$ cat src/rtl/ps2_pkg.sv
// ps2_pkg: shared FSM state type and scan-code prefixes for the PS/2 receiver.
package ps2_pkg;
  typedef enum logic [1:0] {IDLE, DATA, PARITY, STOP} ps2_state_t;
  localparam logic [7:0] PS2_BREAK_PREFIX = 8'hF0;
  localparam logic [7:0] PS2_EXT_PREFIX = 8'hE0;
endpackage

$ cat src/rtl/ps2_clk_filter.sv
// ps2_clk_filter: synchronizes PS/2 clock and data, debounces the clock, emits a one-cycle fall pulse.
module ps2_clk_filter #(
  parameter int FILTER_LEN = 8
) (
  input  logic Clock,
  input  logic Reset_n,
  input  logic PS2_clk,
  input  logic PS2_DAT,
  output logic fall,
  output logic dat
);
  localparam int FW = $clog2(FILTER_LEN + 1);
  localparam logic [FW-1:0] LAST = FW'(FILTER_LEN - 1);
  logic [1:0] clk_sync, dat_sync;
  logic filt;
  logic [FW-1:0] cnt;
  always_ff @(posedge Clock or negedge Reset_n)
    if (!Reset_n) begin
      clk_sync <= 2'b11;
      dat_sync <= 2'b11;
      filt <= 1'b1;
      cnt <= '0;
      fall <= 1'b0;
    end else begin
      clk_sync <= {clk_sync[0], PS2_clk};
      dat_sync <= {dat_sync[0], PS2_DAT};
      fall <= 1'b0;
      if (clk_sync[1] == filt) cnt <= '0;
      else if (cnt == LAST) begin
        filt <= clk_sync[1];
        cnt <= '0;
        fall <= filt;
      end else cnt <= cnt + FW'(1);
    end
  assign dat = dat_sync[1];
endmodule

$ cat src/rtl/ps2_receiver.sv
// ps2_receiver: PS/2 keyboard frame receiver delivering make codes with E0 tagging and F0 filtering.
// Optional odd-parity checking is enabled by defining PS2_PARITY_CHECK_EN.
module ps2_receiver
  import ps2_pkg::*;
#(
  parameter int FILTER_LEN = 8,
  parameter int TIMEOUT_CYCLES = 10000
) (
  input  logic       Clock,
  input  logic       Reset_n,
  input  logic       PS2_clk,
  input  logic       PS2_DAT,
  output logic [7:0] data,
  output logic       data_valid,
  output logic       extended,
  output logic       frame_error
);
  localparam int WW = $clog2(TIMEOUT_CYCLES + 1);
  localparam logic [WW-1:0] WD_MAX = WW'(TIMEOUT_CYCLES);
  logic fall, dat;
  ps2_state_t state;
  logic [2:0] bit_cnt;
  logic [7:0] sr;
  logic [WW-1:0] wd;
  logic brk_pend, ext_pend;
  logic par_ok;
`ifdef PS2_PARITY_CHECK_EN
  logic par;
  assign par_ok = ^{par, sr};
`else
  assign par_ok = 1'b1;
`endif
  ps2_clk_filter #(.FILTER_LEN(FILTER_LEN)) u_filter (
    .Clock(Clock),
    .Reset_n(Reset_n),
    .PS2_clk(PS2_clk),
    .PS2_DAT(PS2_DAT),
    .fall(fall),
    .dat(dat)
  );
  always_ff @(posedge Clock or negedge Reset_n)
    if (!Reset_n) begin
      state <= IDLE;
      bit_cnt <= '0;
      sr <= '0;
      wd <= '0;
      brk_pend <= 1'b0;
      ext_pend <= 1'b0;
      data <= '0;
      data_valid <= 1'b0;
      extended <= 1'b0;
      frame_error <= 1'b0;
`ifdef PS2_PARITY_CHECK_EN
      par <= 1'b0;
`endif
    end else begin
      data_valid <= 1'b0;
      frame_error <= 1'b0;
      if (state != IDLE && !fall && wd == WD_MAX) begin
        state <= IDLE;
        wd <= '0;
        frame_error <= 1'b1;
      end else begin
        wd <= (state == IDLE || fall) ? '0 : wd + WW'(1);
        if (fall)
          unique case (state)
            IDLE:
              if (!dat) begin
                state <= DATA;
                bit_cnt <= '0;
              end
            DATA: begin
              sr <= {dat, sr[7:1]};
              bit_cnt <= bit_cnt + 3'd1;
              if (bit_cnt == 3'd7) state <= PARITY;
            end
            PARITY: begin
`ifdef PS2_PARITY_CHECK_EN
              par <= dat;
`endif
              state <= STOP;
            end
            STOP: begin
              state <= IDLE;
              if (!dat || !par_ok) frame_error <= 1'b1;
              else if (sr == PS2_BREAK_PREFIX) brk_pend <= 1'b1;
              else if (sr == PS2_EXT_PREFIX) ext_pend <= 1'b1;
              else if (brk_pend) begin
                brk_pend <= 1'b0;
                ext_pend <= 1'b0;
              end else begin
                data <= sr;
                extended <= ext_pend;
                data_valid <= 1'b1;
                ext_pend <= 1'b0;
              end
            end
          endcase
      end
    end
endmodule
$ cat config.mk
export PLATFORM = sky130hd
export DESIGN_NAME = ps2_receiver
export DESIGN_NICKNAME = d
export VERILOG_FILES = /design/src/rtl/ps2_pkg.sv /design/src/rtl/ps2_clk_filter.sv /design/src/rtl/ps2_receiver.sv
export SDC_FILE = /design/constraint.sdc
export NUM_CORES = 1
export LEC_CHECK = 0
export ABC_CLOCK_PERIOD_IN_PS = 3690
export CAP_MARGIN = 20
export CORE_MARGIN = 2
export CORE_UTILIZATION = 63
export CTS_BUF_LIST = sky130_fd_sc_hd__clkbuf_8
export DETAILED_ROUTE_END_ITERATION = 6
export PLACE_DENSITY = 0.92
export SYNTH_ARGS = -nofsm -noshare
export SYNTH_HDL_FRONTEND = slang
export SYNTH_HIERARCHICAL = 1
export SYNTH_SLANG_ARGS = --single-unit
$ cat constraint.sdc
create_clock -name Clock -period 3.69 [get_ports Clock]
set_clock_uncertainty 0.05 [all_clocks]
set_input_delay 0.369 -clock Clock [delete_from_list [all_inputs] [get_ports Clock]]
set_output_delay 0.369 -clock Clock [all_outputs]
set_load 0.05 [all_outputs]
==> metrics <==
status completed; met2 track demand over resource 38.3%; top cell type's share of synthesized area 50.3%; Post-synth ARST share 100%; Clock Latency Late Sink 0.31 ns; vias in the first global route 1498; internal power 0.812 mW; Worst Hold Class reg2reg; crit-path max cell delay 0.71 ns; Setup Buffers After CTS 0; WP data required 3.84 ns; crit path cell chain ha_1 > nand3_1 > a21oi_1 > nor2b_1 > mux2_2; CTS Root Cell clkbuf_8; initial antenna violation count 0; vias 1422; WL final 3990 um; Worst Hold Depth 0; post-placement worst setup slack 1.42 ns; Reg power frac 56.3%; router iterations before antenna repair 4; Unique masters post-synth 41; Critical Path Source Type flop; critical path arrival 2.45 ns; RePlAce Congestion 0.892; maximum clock insertion buffer count 2; CTS buffer count 5; unrepaired setup endpoints after global routing no; Clk pin slew, worst setup/hold paths 0.10 ns; PwrDens 413 mW/mm2; Routed WL per cell 15.8 um; synthesized area 0.00224 mm2; die area 0.00405 mm2; via/cell ratio 5.64; Setup-failing EPs final 0; DRC viols 0; Die Height 63.6 um; RR Startpoint state[0]$_DFFE_PN0P_; reg2reg end extended$_DFFE_PN0P_; Synth Net Count 200; area added between synthesis and finish 13.9%; Worst Path Class, Setup reg2reg; number of nets with antenna violations after routing 0; Syn Inst Count 187; largest net degree at the start of global routing 51; reg2reg path depth 5; most numerous cell in the Yosys netlist dfrtp_1; GR Util met3 3.75%; share of cells above drive strength 1 19.4%; met1 Use GR 28.2%; final hold viol count 0; CP Capture Type flop; Rows 21; f_max 436 MHz; IO Port Bufs 14; gr ovfl total 0; CTS sink cnt 50; hold_sp u_filter/dat_sync[0]$_DFF_PN1_; CP max-delay cell nor2b_1; Starting Density 66.1%; sequential-to-total area share from yosys stat 56.1%; top cells by area, synth dfrtp_1, mux2_2, dfstp_2; diode count 0; top cells by count, synth dfrtp_1, nor2_1, mux2_2; max capacitance violation total 0; worst hold endpoint u_filter/dat_sync[1]$_DFF_PN1_; die width 63.6 um; post-route setup slack 1.39 ns; Final Net Count 218; Max rail drop VDD 347 uV; Final min period 2.30 ns; EDFF count, synth 0; Yosys warnings 6; Filler cells 228; Starting DRT DRC Count 77; Mapped Avg Cell Area 12.0 um2; Most used DFF post-synth dfrtp_1; GRT Total Usage 22.6%; largest area contributor in the netlist dfrtp_1; TNS Setup 0 ns; reg2reg setup slack 1.39 ns; total core area 0.00339 mm2; hold_buf cts 0; Sw Ratio 22.9%; leakage power 1.13 nW; HPWL after DPL 2810 um; Tcrit/Tclk final 62.2%; Least-Margin Pin Slew 0.835 ns; Gate power share 6.0%; #FFs+latches synth 50; io pins 15; Max FO, Critical Path 10; first-pass GRT wire length 7000 um; TritonCTS clock tree built; Slew Viols, Final 0; H-Tree Depth 2; switching power 0.242 mW; grt peak-use layer met2; CTS-repair resized insts 0; clock network power share 37.7%; Slew headroom 44.2%
[through the flow]
stage / cells / util, % / total power [mW] / area [um2] / hold slack (ns)
final: 252 / 75.3 / 1.05 / 2550 / 0.312
after global routing: 252 / 75.3 / 1.10 / 2550 / 0.319
after CTS: 250 / 74.4 / 1.06 / 2520 / 0.231
after detailed placement: 242 / 71.0 / 0.664 / 2410 / 0.299
after global placement: 242 / 71.0 / 0.654 / 2410 / 0.297
after floorplan: 187 / - / 0.637 / 2240 / 0.0234
[sequential cells by signal (all words and copies together) (netlist names), 2 cells and up]
signal,count
u_filter/clk_sync,2
data,8
u_filter/dat_sync,2
state,2
wd,14
bit_cnt,3
u_filter/cnt,4
sr,8
[power groups by stage]
stage / Sequential, mW / Clock (mW) / Combinational (mW)
3_3_place_gp: 0.599 / 0 / 0.0546
2_1_floorplan: 0.597 / 0 / 0.0402
5_1_grt: 0.595 / 0.428 / 0.0727
3_5_place_dp: 0.603 / 0 / 0.0613
4_1_cts: 0.592 / 0.404 / 0.0624
6_report: 0.593 / 0.398 / 0.0633
[cells in the final DEF, fill, tap and decap left out, types with 2 or more instances in the layout]
cell type and n:
a211oi_1 2, nand3_1 7, xor2_1 3, xnor2_1 11
a31oi_1 2, dfrtp_1 45, or4b_1 2, a21oi_1 3
o21bai_1 2, inv_6 2, and3_2 2, o21ai_0 2
clkdlybuf4s50_1 13, inv_1 9, nand2_1 6, mux2_2 17
ha_1 9, nand4_1 3, nor3b_1 3, nor2b_1 4
nor3_1 5, clkbuf_8 5, dfstp_2 5, nor2_1 22
a22oi_1 2
[worst max-delay path: cells and delay by family (launching register included)]
kind | cells | cell delay, ns
flops | 1 | 0.42
compound gates | 1 | 0.23
mux | 1 | 0.42
fa+ha+maj | 1 | 0.24
simple gates | 2 | 0.82
[area by class of cell]
| cell class | instances | area (um2) | area share, % |
|---|---|---|---|
| flip-flops and latches | 50 | 1260 | 49.3 |
| multi-input cells | 123 | 922 | 36.1 |
| repair buffers | 16 | 165 | 6.47 |
| clock buffers | 5 | 68.8 | 2.70 |
| well taps | 46 | 57.6 | 2.25 |
| clock inverters | 3 | 47.5 | 1.86 |
| inverters | 9 | 33.8 | 1.32 |
[metal layers]
layer | vias up | wire length, um
met5 | - | 0
met4 | 0 | 95
met3 | 9 | 63
met2 | 19 | 2090
met1 | 710 | 1740
li1 | 684 | -
[cell families after synthesis]
family | count (synthesis) | synth area share [%]
flops | 50 | 56.1
compound gates | 17 | 5.14
mux | 19 | 9.66
buf+inv | 14 | 2.74
fa+ha+maj | 9 | 5.03
simple gates | 64 | 15.9
xor+xnor | 14 | 5.47
[worst max path at each step]
stage	startpoint	to	slack, ns	cells after the start
5_1_grt	state[1]$_DFFE_PN0P_	extended$_DFFE_PN0P_	1.22	5
3_5_place_dp	state[0]$_DFFE_PN0P_	extended$_DFFE_PN0P_	1.42	5
4_1_cts	state[0]$_DFFE_PN0P_	extended$_DFFE_PN0P_	1.39	5
6_report	state[0]$_DFFE_PN0P_	extended$_DFFE_PN0P_	1.39	5
3_3_place_gp	state[0]$_DFFE_PN0P_	data[5]$_DFFE_PN0P_	1.49	5
2_1_floorplan	wd[0]$_DFF_PN0_	wd[10]$_DFF_PN0_	1.65	7
(Power assumes the default switching activity.)
==> RTL change, RTL diff (same settings) <==
Add a define of `PS2_PARITY_CHECK_EN`.
--- a/src/rtl/ps2_receiver.sv
+++ b/src/rtl/ps2_receiver.sv
@@ -1,4 +1,6 @@
 // ps2_receiver: PS/2 keyboard frame receiver delivering make codes with E0 tagging and F0 filtering.
 // Optional odd-parity checking is enabled by defining PS2_PARITY_CHECK_EN.
+`define PS2_PARITY_CHECK_EN
+
 module ps2_receiver
   import ps2_pkg::*;
Check against the original RTL: no difference found for any inputs over 10 cycles, from zero or initial values and one cycle with Reset_n low; that may be too few to reach the edited logic, so the function may still have changed.
==> RTL change against the original RTL <==
  * Power is 4.7% lower
  * Wire length is 0.18% lower
  * Synthesized area is 8.9% higher
  * Setup slack better by 0.092 ns
  * Sequential cell count is 1 higher
  * Count of clock-buffer cells in the layout is 2 higher
  * Combinational power is 3.3% lower
  * Design area is 7.6% higher
==> RTL change: results (changes against the original RTL) <==
WL_MET2_UM=1920  # was 2090 um
SYNTH.TOP_CELLS.BY_AREA='sky130_fd_sc_hd__dfrtp_1 47%, sky130_fd_sc_hd__ha_1 7.7%, sky130_fd_sc_hd__mux2_2 5.5%'  # was sky130_fd_sc_hd__dfrtp_1 50%, sky130_fd_sc_hd__mux2_2 8.5%, sky130_fd_sc_hd__dfstp_2 5.9%
SYNTHESIS.AREA_PER_INSTANCE_UM2=11.4  # was 12.0 um^2
NET-SWITCHING-POWER_W=0.000221  # was 0.000242 W
LAYOUT-DRIVE-GT1-SHARE_PCT=14.2  # was 19.4%
POST_DRT_WL_PER_CELL_UM=14.2  # was 15.8 um
ROUTABILITYCONGESTION=0.838  # was 0.892
WORST_PATH_LARGEST_CELL_DELAY_NS=0.42  # was 0.71 ns
GRT_PASS1_VIAS=1494  # was 1,498
GRT_START_MAX_NET_PINS=52  # was 51
SYN_NETS=233  # was 200
SEQUENTIAL_FRACTION_OF_THE_SYNTHESIS_AREA_PCT=52.5  # was 56.1%
NETLIST_TOP_CELLS_COUNT='46 x sky130_fd_sc_hd__dfrtp_1, 19 x sky130_fd_sc_hd__nor2_1, 18 x sky130_fd_sc_hd__nand2_1, 17 x sky130_fd_sc_hd__inv_1, 15 x sky130_fd_sc_hd__ha_1'  # was 45 x sky130_fd_sc_hd__dfrtp_1, 22 x sky130_fd_sc_hd__nor2_1, 17 x sky130_fd_sc_hd__mux2_2, 11 x sky130_fd_sc_hd__xnor2_1
CP.ARRIVAL_NS=2.34  # was 2.45 ns
RUN_STATUS='complete, no violations'  # unchanged
DP.FINAL_HPWL_UM=2790  # was 2810 um
SYNTH.DISTINCT_CELLS=43  # was 41
GR_UTIL_MET1_PCT=29.3  # was 28.2%
HOLD_SLACK_NS=0.309  # was 0.312 ns
CPLARGESTDELAYFAMILY='XOR/XNOR gates'  # was simple AND/OR/NAND/NOR gates
WORST-R2R-CELL-COUNT=6  # was 5
PLACE_WORST_SETUP_SLACK_NS=1.47  # was 1.42 ns
FIN_CELLS=281  # was 252
GLOBALROUTEMET2UTIL_PCT=33.4  # was 38.3%
POST_DP_CELL_AREA_UM2=2620  # was 2410 um^2
DETAILROUTE.VIA_COUNT=1568  # was 1,422
CLK_PIN_SLEW_NS=0.08  # was 0.10 ns
POWER.LEAKAGE_nW=1.19  # was 1.13 nW
INITIALDRTVIOLATIONCOUNT=72  # was 77
TIMING.CRITICAL_PATH.SLOWEST_STAGE_CELL='sky130_fd_sc_hd__xnor3_1'  # was sky130_fd_sc_hd__nor2b_1
GRT.MET3_USAGE_PCT=4.09  # was 3.75%
WORSTREG2REGEND='data[6]'  # was extended
CRITICAL_PATH.REG2REG.STARTPOINT='sr[1]'  # was state[0]
MAX-SLEW-MARGIN-REL_PCT=60.3  # was 44.2%
PLACED_CELLS=271  # was 242
-- RTL change: changes by cell type after synthesis, moves of 3 or more --
cell / unedited run / this run
sky130_fd_sc_hd__ha_1: 9 / 15
sky130_fd_sc_hd__inv_1: 9 / 17
sky130_fd_sc_hd__mux2_2: 17 / 12
sky130_fd_sc_hd__nand2_1: 6 / 18
sky130_fd_sc_hd__nor2_1: 22 / 19
sky130_fd_sc_hd__nor2b_1: 4 / 1
sky130_fd_sc_hd__o21ai_0: 2 / 10
-- RTL change: layout make-up --
cell class | count | area [um^2]
timing repair buffer | 16 | 165
fill | 248 | 941
clock buffer | 7 | 96.3
multi-input combinational | 141 | 1080
tap | 48 | 60.1
clock inverter | 1 | 3.75
inverter | 17 | 63.8
sequential | 51 | 1280
-- RTL change: how the worst max path moves through the flow --
stage | from | endpoint | slack [ns]
floorplan | sr[1] | data[6] | 1.65
global route | sr[1] | data[6] | 1.35
global placement | sr[6] | data[6] | 1.56
finish | sr[1] | data[6] | 1.49
detailed placement | sr[1] | data[6] | 1.47
CTS | sr[1] | data[6] | 1.46
-- RTL change: cells by family after synthesis --
logic type	Yosys count	share of synthesized area (%)
xor+xnor	16	6.61
flops	51	52.5
simple gates	73	17.0
compound gates	22	5.74
mux	15	7.02
buf+inv	22	3.38
fa+ha+maj	15	7.69
-- RTL change: power groups by stage --
stage          sequential (W)  combinational [W]  clock, W
2_1_floorplan        0.000608          0.0000408         0
3_3_place_gp         0.000612          0.0000571         0
3_5_place_dp         0.000613          0.0000589         0
4_1_cts              0.000603          0.0000593  0.000349
5_1_grt              0.000604          0.0000700  0.000370
6_report             0.000603          0.0000612  0.000340
